`src/rtl/q_fixed_pkg.sv`:
```
// Shared Q-format definitions for the fixed-point multiplier/divider pair.
// Default format is signed Q15.48 in 64 bits; saturation values are common to both units.
package q_fixed_pkg;

  localparam int Q_WIDTH = 64;
  localparam int Q_FRAC  = 48;

  localparam logic [Q_WIDTH-1:0] SAT_POS = {1'b0, {(Q_WIDTH-1){1'b1}}};
  localparam logic [Q_WIDTH-1:0] SAT_NEG = {1'b1, {(Q_WIDTH-1){1'b0}}};

  typedef enum logic [2:0] {
    ST_IDLE,
    ST_PREP,
    ST_DIV,
    ST_FIX,
    ST_DONE
  } div_state_e;

endpackage

```
`src/rtl/q_div_step.sv`:
```
// One restoring-division step: shift the next dividend bit into the remainder, then trial-subtract.
// Combinational, zero latency; no handshake.
module q_div_step #(
  parameter int W = 64
) (
  input  logic [W-1:0] rem,
  input  logic         din,
  input  logic [W-1:0] divisor,
  output logic [W-1:0] rem_nxt,
  output logic         q_bit
);

  logic [W:0] r_sh;
  logic [W:0] diff;

  // The stored remainder is always below the divisor, so the result fits back into W bits.
  always_comb begin
    r_sh    = {rem, din};
    diff    = r_sh - {1'b0, divisor};
    q_bit   = (r_sh >= {1'b0, divisor});
    rem_nxt = W'(q_bit ? diff : r_sh);
  end

endmodule

```
`src/rtl/q_fixed_divider.sv`:
```
// Signed Q-format divider, res = (a << FRAC) / b, restoring one bit per cycle, truncate + saturate.
// Latency WIDTH+FRAC+2 cycles from accept (1 cycle for divide-by-zero); one op in flight.
// in_ready only in IDLE; result held in DONE until out_ready, then one bubble back to IDLE.
module q_fixed_divider
  import q_fixed_pkg::*;
#(
  parameter int WIDTH = Q_WIDTH,
  parameter int FRAC  = Q_FRAC
) (
  input  logic             clk,
  input  logic             rst_n,
  input  logic             in_valid,
  output logic             in_ready,
  input  logic [WIDTH-1:0] a,
  input  logic [WIDTH-1:0] b,
  output logic             out_valid,
  input  logic             out_ready,
  output logic [WIDTH-1:0] res,
  output logic             nan,
  output logic             ovf
);

  localparam int DW    = WIDTH + FRAC;
  localparam int CNT_W = $clog2(DW);
  localparam logic [CNT_W-1:0] CNT_LAST = CNT_W'(DW - 1);
  localparam logic [WIDTH-1:0] SAT_P = {1'b0, {(WIDTH-1){1'b1}}};
  localparam logic [WIDTH-1:0] SAT_N = {1'b1, {(WIDTH-1){1'b0}}};

  div_state_e       state_q, state_d;
  logic [WIDTH-1:0] a_q, a_d;
  logic [WIDTH-1:0] b_q, b_d;
  logic [WIDTH-1:0] mag_b_q, mag_b_d;
  logic             sign_q, sign_d;
  logic [WIDTH-1:0] rem_q, rem_d;
  logic [DW-1:0]    dvd_q, dvd_d;
  logic [CNT_W-1:0] cnt_q, cnt_d;
  logic [WIDTH-1:0] res_q, res_d;
  logic             nan_q, nan_d;
  logic             ovf_q, ovf_d;

  logic [WIDTH-1:0] mag_a;
  logic [WIDTH-1:0] mag_b;
  logic [WIDTH-1:0] step_rem;
  logic             step_q;
  logic             pos_ovf;
  logic             neg_ovf;
  logic [WIDTH-1:0] q_lo;

  // Magnitudes are unsigned, so the most negative operand maps to 2^(WIDTH-1) without loss.
  always_comb begin
    mag_a = a_q[WIDTH-1] ? -a_q : a_q;
    mag_b = b_q[WIDTH-1] ? -b_q : b_q;
  end

  q_div_step #(.W(WIDTH)) u_step (
    .rem     (rem_q),
    .din     (dvd_q[DW-1]),
    .divisor (mag_b_q),
    .rem_nxt (step_rem),
    .q_bit   (step_q)
  );

  // After the last step the dividend register holds the full quotient magnitude.
  always_comb begin
    q_lo    = dvd_q[WIDTH-1:0];
    pos_ovf = |dvd_q[DW-1:WIDTH-1];
    neg_ovf = (|dvd_q[DW-1:WIDTH]) | (dvd_q[WIDTH-1] & (|dvd_q[WIDTH-2:0]));
  end

  always_comb begin
    state_d = state_q;
    a_d     = a_q;
    b_d     = b_q;
    mag_b_d = mag_b_q;
    sign_d  = sign_q;
    rem_d   = rem_q;
    dvd_d   = dvd_q;
    cnt_d   = cnt_q;
    res_d   = res_q;
    nan_d   = nan_q;
    ovf_d   = ovf_q;

    case (state_q)
      ST_IDLE: begin
        if (in_valid) begin
          a_d     = a;
          b_d     = b;
          state_d = ST_PREP;
        end
      end
      ST_PREP: begin
        sign_d  = a_q[WIDTH-1] ^ b_q[WIDTH-1];
        mag_b_d = mag_b;
        ovf_d   = 1'b0;
        if (b_q == '0) begin
          nan_d   = 1'b1;
          res_d   = a_q[WIDTH-1] ? SAT_N : SAT_P;
          state_d = ST_DONE;
        end else begin
          nan_d   = 1'b0;
          dvd_d   = {mag_a, {FRAC{1'b0}}};
          rem_d   = '0;
          cnt_d   = CNT_LAST;
          state_d = ST_DIV;
        end
      end
      ST_DIV: begin
        rem_d = step_rem;
        dvd_d = {dvd_q[DW-2:0], step_q};
        cnt_d = cnt_q - 1'b1;
        if (cnt_q == '0) begin
          state_d = ST_FIX;
        end
      end
      ST_FIX: begin
        if (!sign_q && pos_ovf) begin
          res_d = SAT_P;
          ovf_d = 1'b1;
        end else if (sign_q && neg_ovf) begin
          res_d = SAT_N;
          ovf_d = 1'b1;
        end else begin
          // Negating a zero magnitude yields zero, so a zero quotient is always +0.
          res_d = sign_q ? -q_lo : q_lo;
          ovf_d = 1'b0;
        end
        state_d = ST_DONE;
      end
      ST_DONE: begin
        if (out_ready) begin
          state_d = ST_IDLE;
        end
      end
      default: begin
        state_d = ST_IDLE;
      end
    endcase
  end

  always_ff @(posedge clk or negedge rst_n) begin
    if (!rst_n) begin
      state_q <= ST_IDLE;
      a_q     <= '0;
      b_q     <= '0;
      mag_b_q <= '0;
      sign_q  <= 1'b0;
      rem_q   <= '0;
      dvd_q   <= '0;
      cnt_q   <= '0;
      res_q   <= '0;
      nan_q   <= 1'b0;
      ovf_q   <= 1'b0;
    end else begin
      state_q <= state_d;
      a_q     <= a_d;
      b_q     <= b_d;
      mag_b_q <= mag_b_d;
      sign_q  <= sign_d;
      rem_q   <= rem_d;
      dvd_q   <= dvd_d;
      cnt_q   <= cnt_d;
      res_q   <= res_d;
      nan_q   <= nan_d;
      ovf_q   <= ovf_d;
    end
  end

  assign in_ready  = (state_q == ST_IDLE);
  assign out_valid = (state_q == ST_DONE);
  assign res       = res_q;
  assign nan       = nan_q;
  assign ovf       = ovf_q;

endmodule
```
`config.mk`:
```
export PLATFORM = sky130hd
export DESIGN_NAME = q_fixed_divider
export DESIGN_NICKNAME = d
export VERILOG_FILES = /design/src/rtl/q_fixed_pkg.sv /design/src/rtl/q_div_step.sv /design/src/rtl/q_fixed_divider.sv
export SDC_FILE = /design/constraint.sdc
export NUM_CORES = 1
export LEC_CHECK = 0
export CAP_MARGIN = 20
export CORE_ASPECT_RATIO = 1.75
export CORE_UTILIZATION = 30
export CTS_BUF_LIST = sky130_fd_sc_hd__clkbuf_2 sky130_fd_sc_hd__clkbuf_4 sky130_fd_sc_hd__clkbuf_8
export DETAILED_ROUTE_END_ITERATION = 8
export DONT_BUFFER_PORTS = 1
export PLACE_DENSITY = 0.52
export SYNTH_ARGS = -nofsm -noshare
export SYNTH_HDL_FRONTEND = slang
export SYNTH_SLANG_ARGS = --single-unit
```
`constraint.sdc`:
```
create_clock -name clk -period 5.3 [get_ports clk]
set_input_delay 1.06 -clock clk [delete_from_list [all_inputs] [get_ports clk]]
set_output_delay 1.06 -clock clk [all_outputs]
set_load 0.01 [all_outputs]
```
==> results of run 1 <==
-- stage by stage --
stage	hold WS [ns]	utilization [%]	setup slack, ns	instance area [µm²]	power, µW
final	0.152	33.9	0.924	29000	22300
after global routing	0.0773	33.9	0.720	29000	24100
after CTS	0.0221	33.9	0.998	29000	22500
after detailed placement	0.471	31.7	0.991	27200	18600
after global placement	0.462	31.7	1.04	27200	18600
after floorplan	0.450	-	1.53	26000	15100
-- worst register-to-register path: cells and delay by family (launching register included) --
family	cells	cell delay (ns)
compound gates	6	1.66
buf+inv	4	1.07
flops	1	0.40
simple gates	3	0.49
mux	1	0.18
fa+ha+maj	1	0.42
-- cells by family after synthesis --
group,after synthesis,share of synthesized area (%)
and+or+nand+nor,924,16.2
DFF,445,42.8
xor gates and xnor gates,210,7.08
adders and majority gates,70,3.40
muxes,160,6.76
buffers and inverters,280,4.16
AOI/OAI and AO/OA,828,19.6
-- cells in the mapped netlist (all sizes together) (9+ instances only) --
library cell and number:
a21boi 9, a21o 38, a21oi 186, a22o 9, a22oi 9, a31oi 27, buf 37, clkbuf 146
dfrtp 445, ha 69, inv 97, mux2 125, mux2i 35, nand2 387, nand2b 19, nand3 62
nand4 30, nor2 231, nor2b 10, nor3 45, nor4 29, o211ai 31, o21a 13, o21ai 303
o21bai 13, o221ai 15, o22a 20, o22ai 42, o31ai 45, o41ai 27, or2 18, or3 37
or4 27, xnor2 90, xor2 120
-- per-layer routing --
metal  track usage [%]  wire length [µm]  vias up
met5                 0                 0        -
met3              2.78              3100      204
met4              11.1              4560        0
met2              34.6             42900      550
met1              19.0             30000    10300
li1                  -                 -    10300
-- area by class of cell --
cell class	count	area share, %
Antenna cell	3	0.0258
Clock buffer	116	5.09
Clock inverter	25	1.14
Inverter	97	1.25
Multi-Input combinational cell	2192	47.7
Sequential cell	445	38.4
Tap cell	1152	4.96
Timing Repair Buffer	41	1.46
-- final timing paths --
| kind | startpoint | to | slack, ns | depth (start not counted) |
|---|---|---|---|---|
| max reg2reg | rem_q[11]$_DFFE_PN0P_ | rem_q[12]$_DFFE_PN0P_ | 0.92 | 15 |
| min reg2reg | mag_b_q[54]$_DFFE_PN0P_ | mag_b_q[54]$_DFFE_PN0P_ | 0.47 | 2 |
| min in group clk | b[1] | b_q[1]$_DFFE_PN0P_ | 0.43 | 2 |
| max | rem_q[11]$_DFFE_PN0P_ | rem_q[12]$_DFFE_PN0P_ | 0.92 | 15 |
| min | rst_n | b_q[38]$_DFFE_PN0P_ | 0.15 | 0 |
| max in group asynchronous | rst_n | res[7]$_DFFE_PN0P_ | 4.25 | 0 |
-- power breakdown --
part           internal, µW  switching (µW)
clock network          2140            1560
logic                  4790            7080
registers              4920            1800
total                 11800           10400
-- state kept, by name (all words and copies together) (netlist names) --
name     cells
ovf          1
rem_q       64
dvd_q      112
mag_b_q     64
sign_q       1
nan          1
res         64
cnt_q        7
a_q         64
state_q      3
b_q         64
-- timing repair --
action                    4_1_cts  5_1_grt
setup buffers                   0        0
hold buffers                    3        0
hold endpoints to repair      129        0
==> flow_results.org, run 1 <==
** Run status
- The run finished with clean final reports.

** Synthesis
- Area share of the largest cell type after synthesis :: 42.8%
- Synthesized flop and latch total :: 445
- EDFF count, synth :: 0
- Sequential share of the synthesized area :: 42.8%
- Largest cells by area after synthesis :: sky130_fd_sc_hd__dfrtp_1, sky130_fd_sc_hd__o21ai_0, sky130_fd_sc_hd__nand2_1
- A synthesized cell averages 8.91 µm².
- Mapped Nets :: 3119
- Number of instances in the synthesized netlist :: approximately 3000
- After synthesis, the share of flip-flops with an asynchronous set or reset is 100%.
- The Yosys step of the flow raised 0 warnings.
- Cell taking the most area after synthesis :: sky130_fd_sc_hd__dfrtp_1
- In the synthesized netlist the dominant register cell turns out to be sky130_fd_sc_hd__dfrtp_1.
- The mapped netlist covers 26000 µm².
- Counting distinct cell types in the post-synthesis netlist gives 76.

** Setup path
- Data arrives at the worst endpoint at between 4 and 5 ns.
- STA puts the critical path data required time at 5.86 ns.
- Startpoint class of the critical path :: register
- Most frequent CP cell :: sky130_fd_sc_hd__buf_4
- The number of buffers and inverters on the critical path is 4.
- STA classifies the critical path endpoint as a register.
- Cell-by-cell listing of the critical path :: ha_1, nand2_1, o31ai_1, nand3_1, nor2_1, a21oi_1, buf_4, o21ai_0, buf_4, o21ai_1, o41ai_4, buf_12, buf_4, mux2i_1, o21ai_0
- The cell family contributing the most delay on the critical path is compound AO/OA/AOI/OAI gates.
- The setup path with the least slack is of type register to register.
- Top fanout value on the critical path :: 64
- Cell with the largest stage delay on the worst path :: sky130_fd_sc_hd__o31ai_1
- In this design, the stage delay of the slowest critical-path cell is slightly below 0.6 ns.

** STA
- Worst-case headroom to the max-slew limit :: 16.9%
- Achievable clock frequency :: 0.229 GHz
- Final hold viol count :: 0
- The final critical path takes up 82.6% of the cycle.
- After layout, the minimum clock period comes to 4.38 ns.
- Setup repair after global routing left no endpoint under its margin.
- Number of setup violations in the final report :: 0
- Number of max-slew violations in the final report :: 0
- Worst setup skew after layout :: 0.0477 ns
- Transition time at the pin with the least slew margin :: 1.25 ns
- Post-route setup TNS :: 0 ns

** Flow run
- Max_cap viols :: 0

** Layout
- Leaving out fill and tap cells, the most frequent cell in the layout is sky130_fd_sc_hd__dfrtp_1.
- FILL cells :: just over 9000
- The count of cells in the finished layout, fillers not included, comes to about 4000.
- Combined area of the multi-input logic cells :: 13900 µm²
- Fraction of final layout cells sized beyond drive strength 1 :: about 12%
- Compared with the post-synthesis result, the final layout area differs by 11.7%.
- Nets@finish :: 3056
- The sequential cells in the finished layout cover a total of about 11000 µm².
- In the layout the commonest cells are sky130_fd_sc_hd__dfrtp_1, sky130_fd_sc_hd__nand2_1, sky130_fd_sc_hd__o21ai_0.

** Clocking
- Insertion delay to the later sink of the worst-skew pair :: 0.75 ns
- Number of clock sinks :: 445
- Counting the buffers created by CTS gives 77.
- Clock-pin slew was measured on the worst setup and hold paths at 0.06 ns.
- H-tree levels :: 3
- The clock passes through at most 3 buffers.
- TritonCTS built the clock tree.
- The tree is rooted in a sky130_fd_sc_hd__clkbuf_8.
- Gates resized during post-CTS repair numbered 0.

** Placement
- DPL Wire Length :: 56800 µm
- In this run the tool buffered the top-level ports with 0 buffer cells.
- Placed Instances :: 3924
- Routability congestion estimate from global placement :: 0.910

** Drt
- Router iterations before antenna repair :: 5
- The detail route stage leaves a number of antenna-violating nets equal to 0.
- In the final routed layout, each cell accounts on average for a little under 20 µm.
- In the routed design, unresolved DRC markers number 0.
- Routed vias :: approximately 21000
- Dividing the detail-routed via count by the number of cells gives 5.23.
- After the first detailed-routing iteration, the DRC count stood at approximately 1100.
- The routed design has 80500 µm of wire.

** GRT
- GR Overflow Total :: 0
- The via count of the first global-routing pass came to 22000.
- Antenna violations before repair :: 2
- The first global-routing pass estimated approximately 130000 µm of wire.
- Entering global routing, the biggest net connects 232 pins.
- Total GRT Usage :: 18.4%

** Pwr
- The analysis attributes to cell leakage a power of 0.0120 µW.
- PD cells :: about 770 nW/µm²
- VDD sags by at most 0.455 mV.

** Die
- Die Span Y :: 391 µm
- Die outline area :: 87900 µm²
- From left edge to right edge, the die measures approximately 220 µm.
- Floorplan Core Area :: 85600 µm²
- The floorplan has approximately 140 rows.
- Effective utilization at floorplan :: 30.4%
- Count of pins on the block boundary :: 200

** Worst hold path
- Kind of path behind the tightest hold check :: input port to asynchronous set/reset pin
Note: power is estimated with default switching activity, not from simulation.
==> run 2, diff against run 1 <==
- ABC_AREA: default -> 1
- PLACE_DENSITY: 0.52 -> 0.53
- clock period: 5.3 -> 3.5 ns (I/O delays scaled with it)
==> flow_results.org, run 2 <==
** Worst hold path
- Kind of path behind the tightest hold check :: input port to asynchronous set/reset pin

** STA
- Post-route setup TNS :: 0 ns
- Based on the critical path, the design can be clocked at up to 0.306 GHz.
- Worst setup skew after layout :: 0.0511 ns
- Transition time at the pin with the least slew margin :: 1.97 ns
- Number of setup violations in the final report :: 0
- Hold timing on the final database bottoms out at a slack of -0.339 ns.
- RSZ-0062 raised after global routing :: no
- The hold violation count in the final report was 229.
- Crit share post-route :: 93.3%
- The count of pins over their slew limit was 217.
- The routed design could run at a clock period as short as 3.27 ns.
- Headroom to the max-slew limit came out at -31.3%.

** Pwr
- VDD sags by at most around 0.70 mV.
- PD cells :: 1110 nW/µm²
- Summed over all cells, the static leakage comes to 0.0167 µW.
- The design draws roughly 37000 µW.

** Synthesis
- Compound-gate portion of the synthesized area :: 9.97%
- After synthesis, the largest family of logic cells by area is simple AND/OR/NAND/NOR gates.
- Post-synthesis adder-cell area fraction :: 2.92%
- Yosys printed 0 warnings.
- Primary FF master, synth :: sky130_fd_sc_hd__dfrtp_1
- Summing the areas of all and, or, nand and nor instances in the mapped netlist gives between 30% and 40% of the synthesized area.
- After synthesis, the mean cell area works out to 6.66 µm².
- Fraction of synthesized area in multiplexers :: 1.30%
- EDFF count, synth :: 0
- Yosys attributes the largest share of cell area to sky130_fd_sc_hd__dfrtp_1, sky130_fd_sc_hd__nand2_1, sky130_fd_sc_hd__nor2_1.
- Summed over its instances, the top area cell type makes up 36.8% of the synthesized netlist area.
- FFs w/ async S/R, synth :: 100%
- Synthesis produced 4549 cells.
- Of the synthesized area, sequential elements account for 36.8%.
- Most frequently used cell type in the post-synthesis netlist :: sky130_fd_sc_hd__nand2_1
- The mapped netlist covers 30300 µm².
- Cell taking the most area after synthesis :: sky130_fd_sc_hd__dfrtp_1
- Sorting the synthesized cells by how often they occur yields sky130_fd_sc_hd__nand2_1, sky130_fd_sc_hd__nor2_1, sky130_fd_sc_hd__inv_1.
- The number of different library cells used by synthesis comes to 48.
- Synthesized flop and latch total :: between 400 and 500
- The number of nets handed over by synthesis was roughly 4800.
- Post-Synth XOR/XNOR Area :: 4.14%

** GRT
- GR Overflow Total :: 0
- Antenna violations before repair :: 7
- The via count of the first global-routing pass came to 29800.
- Pin count of the biggest net entering global routing :: about 450
- Global-route wire length before repair :: 175000 µm
- Global routing consumed, over all layers together, 22.1% of the routing resources.

** Drt
- DRC violation count after routing :: 0
- Met1 WL :: 42900 µm
- After detailed routing, the average wire length per cell comes to between 15 and 20 µm.
- Dividing the detail-routed via count by the number of cells gives 4.99.
- Met2 WL :: between 50000 and 60000 µm
- Routed signal wires occupy layers up through met5.
- The first routing iteration left between 1500 and 2000 violations.
- Router iterations before antenna repair :: 6
- Aggregate routed wire length :: 114000 µm
- Antenna Nets Post-Route :: 0
- Routed vias :: 29400
- Wire segments on met3 add up to roughly 5200 µm in the final route.

** Die
- The die covers 102000 µm².
- 200 I/O pins were placed.
- The floorplan step set the die width to around 240 µm.
- The die is 422 µm tall.
- In this run the standard cell core region covers around 100000 µm².
- Once the floorplan was initialized, standard cells occupied 30.4% of the core.
- In this run the core area contains 153 standard-cell rows.

** Run status
- The final reports fail on negative hold slack, max-slew violations.
- Run status :: complete, but fails checks

** Clocking
- Insertion delay to the later sink of the worst-skew pair :: 0.77 ns
- Clock root cell :: sky130_fd_sc_hd__clkbuf_8
- Buffer depth of the longest clock path :: 3
- TritonCTS built the clock tree.
- Buffers added to address setup during post-CTS repair amount to 0.
- Post-CTS repair changed the size of 0 cells.
- H-tree levels :: 3
- The tree built by TritonCTS fans out to 445 sinks.
- Clock tree synthesis inserted a total of 74 buffers.
- CTS clk-pin slew, worst paths :: 0.07 ns

** Setup path
- STA classifies the critical path startpoint as a register.
- The number of cells on the worst reg-to-reg path is 14.
- By startpoint and endpoint, the worst setup path is classified as register to register.
- Data arrival time of the worst path :: approximately 3.9 ns
- The startpoint identified for the worst register-to-register timing path is rem_q[20]$_DFFE_PN0P_.
- Element type at the critical path end :: register
- Flop2flop setup slack :: 0.23 ns
- The endpoint identified for the worst register-to-register timing path is rem_q[59]$_DFFE_PN0P_.
- Top fanout value on the critical path :: 4
- Data required time of the worst path :: 4.15 ns

** Layout
- Post-route cell area :: between 30000 and 40000 µm²
- From synthesis to final layout, the design area changed by 10.1%.
- Nets@finish :: between 4000 and 5000
- The register with the most flip-flops in the final layout is dvd_q.
- Highest-count cells in the layout ignoring fill and taps :: sky130_fd_sc_hd__nand2_1, sky130_fd_sc_hd__nor2_1, sky130_fd_sc_hd__inv_1
- The library cell used most frequently in the layout, excluding fill and tap cells, is sky130_fd_sc_hd__nand2_1.
- Number of standard cells in the final layout excluding fillers :: approximately 5900
- Fraction of final layout cells sized beyond drive strength 1 :: 5.84%
- The register with the most flip-flops in the layout has 112 of them.
- The filler cells instantiated in the layout total 11100.

** Placement
- Routability congestion estimate from global placement :: 0.963
- The placed instances occupy a cell area of 31600 µm².
- During placement, the flow inserted port buffers numbering 0.
- The number of placed instances, taps included, is between 5000 and 6000.
- DPL Wire Length :: 87100 µm

** Flow run
- Max_cap viols :: 0
-- run 2: cell count changes in the layout (fill, tap and decap cells not counted), sizes merged, moves of 90 or more --
| cell | previous run | this run |
|---|---|---|
| o21ai | 303 | 184 |
| nor2 | 231 | 664 |
| inv | 102 | 579 |
| nand3 | 62 | 292 |
| nand2 | 387 | 1382 |
| mux2 | 125 | 35 |
-- run 2: metrics by stage --
stage                     worst slack, ns  util (%)
after floorplan                      1.32         -
after global placement              0.391      31.7
after detailed placement            0.442      31.7
after CTS                           0.413      33.4
after global routing                0.123      33.4
final                               0.234      33.4
-- run 2: how the worst max path moves through the flow --
stage                                  from                     end  slack (ns)  cells past startpoint
floorplan             rem_q[39]$_DFFE_PN0P_   rem_q[27]$_DFFE_PN0P_        1.32                     13
global placement      rem_q[19]$_DFFE_PN0P_   rem_q[59]$_DFFE_PN0P_        0.39                     14
detailed placement       b_q[1]$_DFFE_PN0P_  dvd_q[102]$_DFFE_PN0P_        0.44                     14
CTS                 mag_b_q[43]$_DFFE_PN0P_   rem_q[50]$_DFFE_PN0P_        0.41                     16
global route          rem_q[20]$_DFFE_PN0P_   rem_q[59]$_DFFE_PN0P_        0.12                     14
finish                rem_q[20]$_DFFE_PN0P_   rem_q[59]$_DFFE_PN0P_        0.23                     14
-- run 2: logic make-up (layout without fill, tap and decap cells) --
| family | after synthesis | in the layout |
|---|---|---|
| XOR/XNOR | 143 | 143 |
| AND/OR/NAND/NOR | 2562 | 2562 |
| other | 0 | 3 |
| multiplexers | 35 | 35 |
| flip-flops | 445 | 445 |
| adder cells (fa/ha/maj) | 70 | 70 |
| AO/OA/AOI/OAI | 560 | 560 |
| buffers and inverters | 734 | 758 |
-- run 2: final cells by class --
| type | count | area (µm²) | area share [%] |
|---|---|---|---|
| diodes | 3 | 7.51 | 0.0225 |
| clock buffers | 108 | 1370 | 4.12 |
| clock inverters | 24 | 345 | 1.04 |
| inverters | 580 | 2180 | 6.54 |
| multi-input cells | 3370 | 16200 | 48.7 |
| flip-flops and latches | 445 | 11100 | 33.4 |
| well taps | 1317 | 1650 | 4.94 |
| repair buffers | 46 | 420 | 1.26 |
-- run 2: layer usage --
metal,track usage [%],vias to the layer above
met5,0,-
met4,14.1,8
met3,3.42,299
met2,40.2,816
met1,23.6,13900
li1,-,14400
-- run 2: worst max-delay path: stages, from the launching register on --
cell and delay [ns]:
sky130_fd_sc_hd__dfrtp_1 0.40, sky130_fd_sc_hd__ha_1 0.37, sky130_fd_sc_hd__nand2_1 0.13, sky130_fd_sc_hd__nor2_1 0.35, sky130_fd_sc_hd__inv_1 0.08, sky130_fd_sc_hd__nor3_1 0.65, sky130_fd_sc_hd__nand2_1 0.10, sky130_fd_sc_hd__inv_1 0.10
sky130_fd_sc_hd__nand2_1 0.05, sky130_fd_sc_hd__nand2_1 0.27, sky130_fd_sc_hd__nand3_1 0.24, sky130_fd_sc_hd__nand3_1 0.15, sky130_fd_sc_hd__nand3_1 0.14, sky130_fd_sc_hd__nand2_1 0.09, sky130_fd_sc_hd__nand2_1 0.05
-- run 2: power by group --
group / total [µW] / switching, µW / internal, µW
clock network: 5550 / 2430 / 3130
registers: 9520 / 2130 / 7390
logic: 22000 / 15200 / 6770
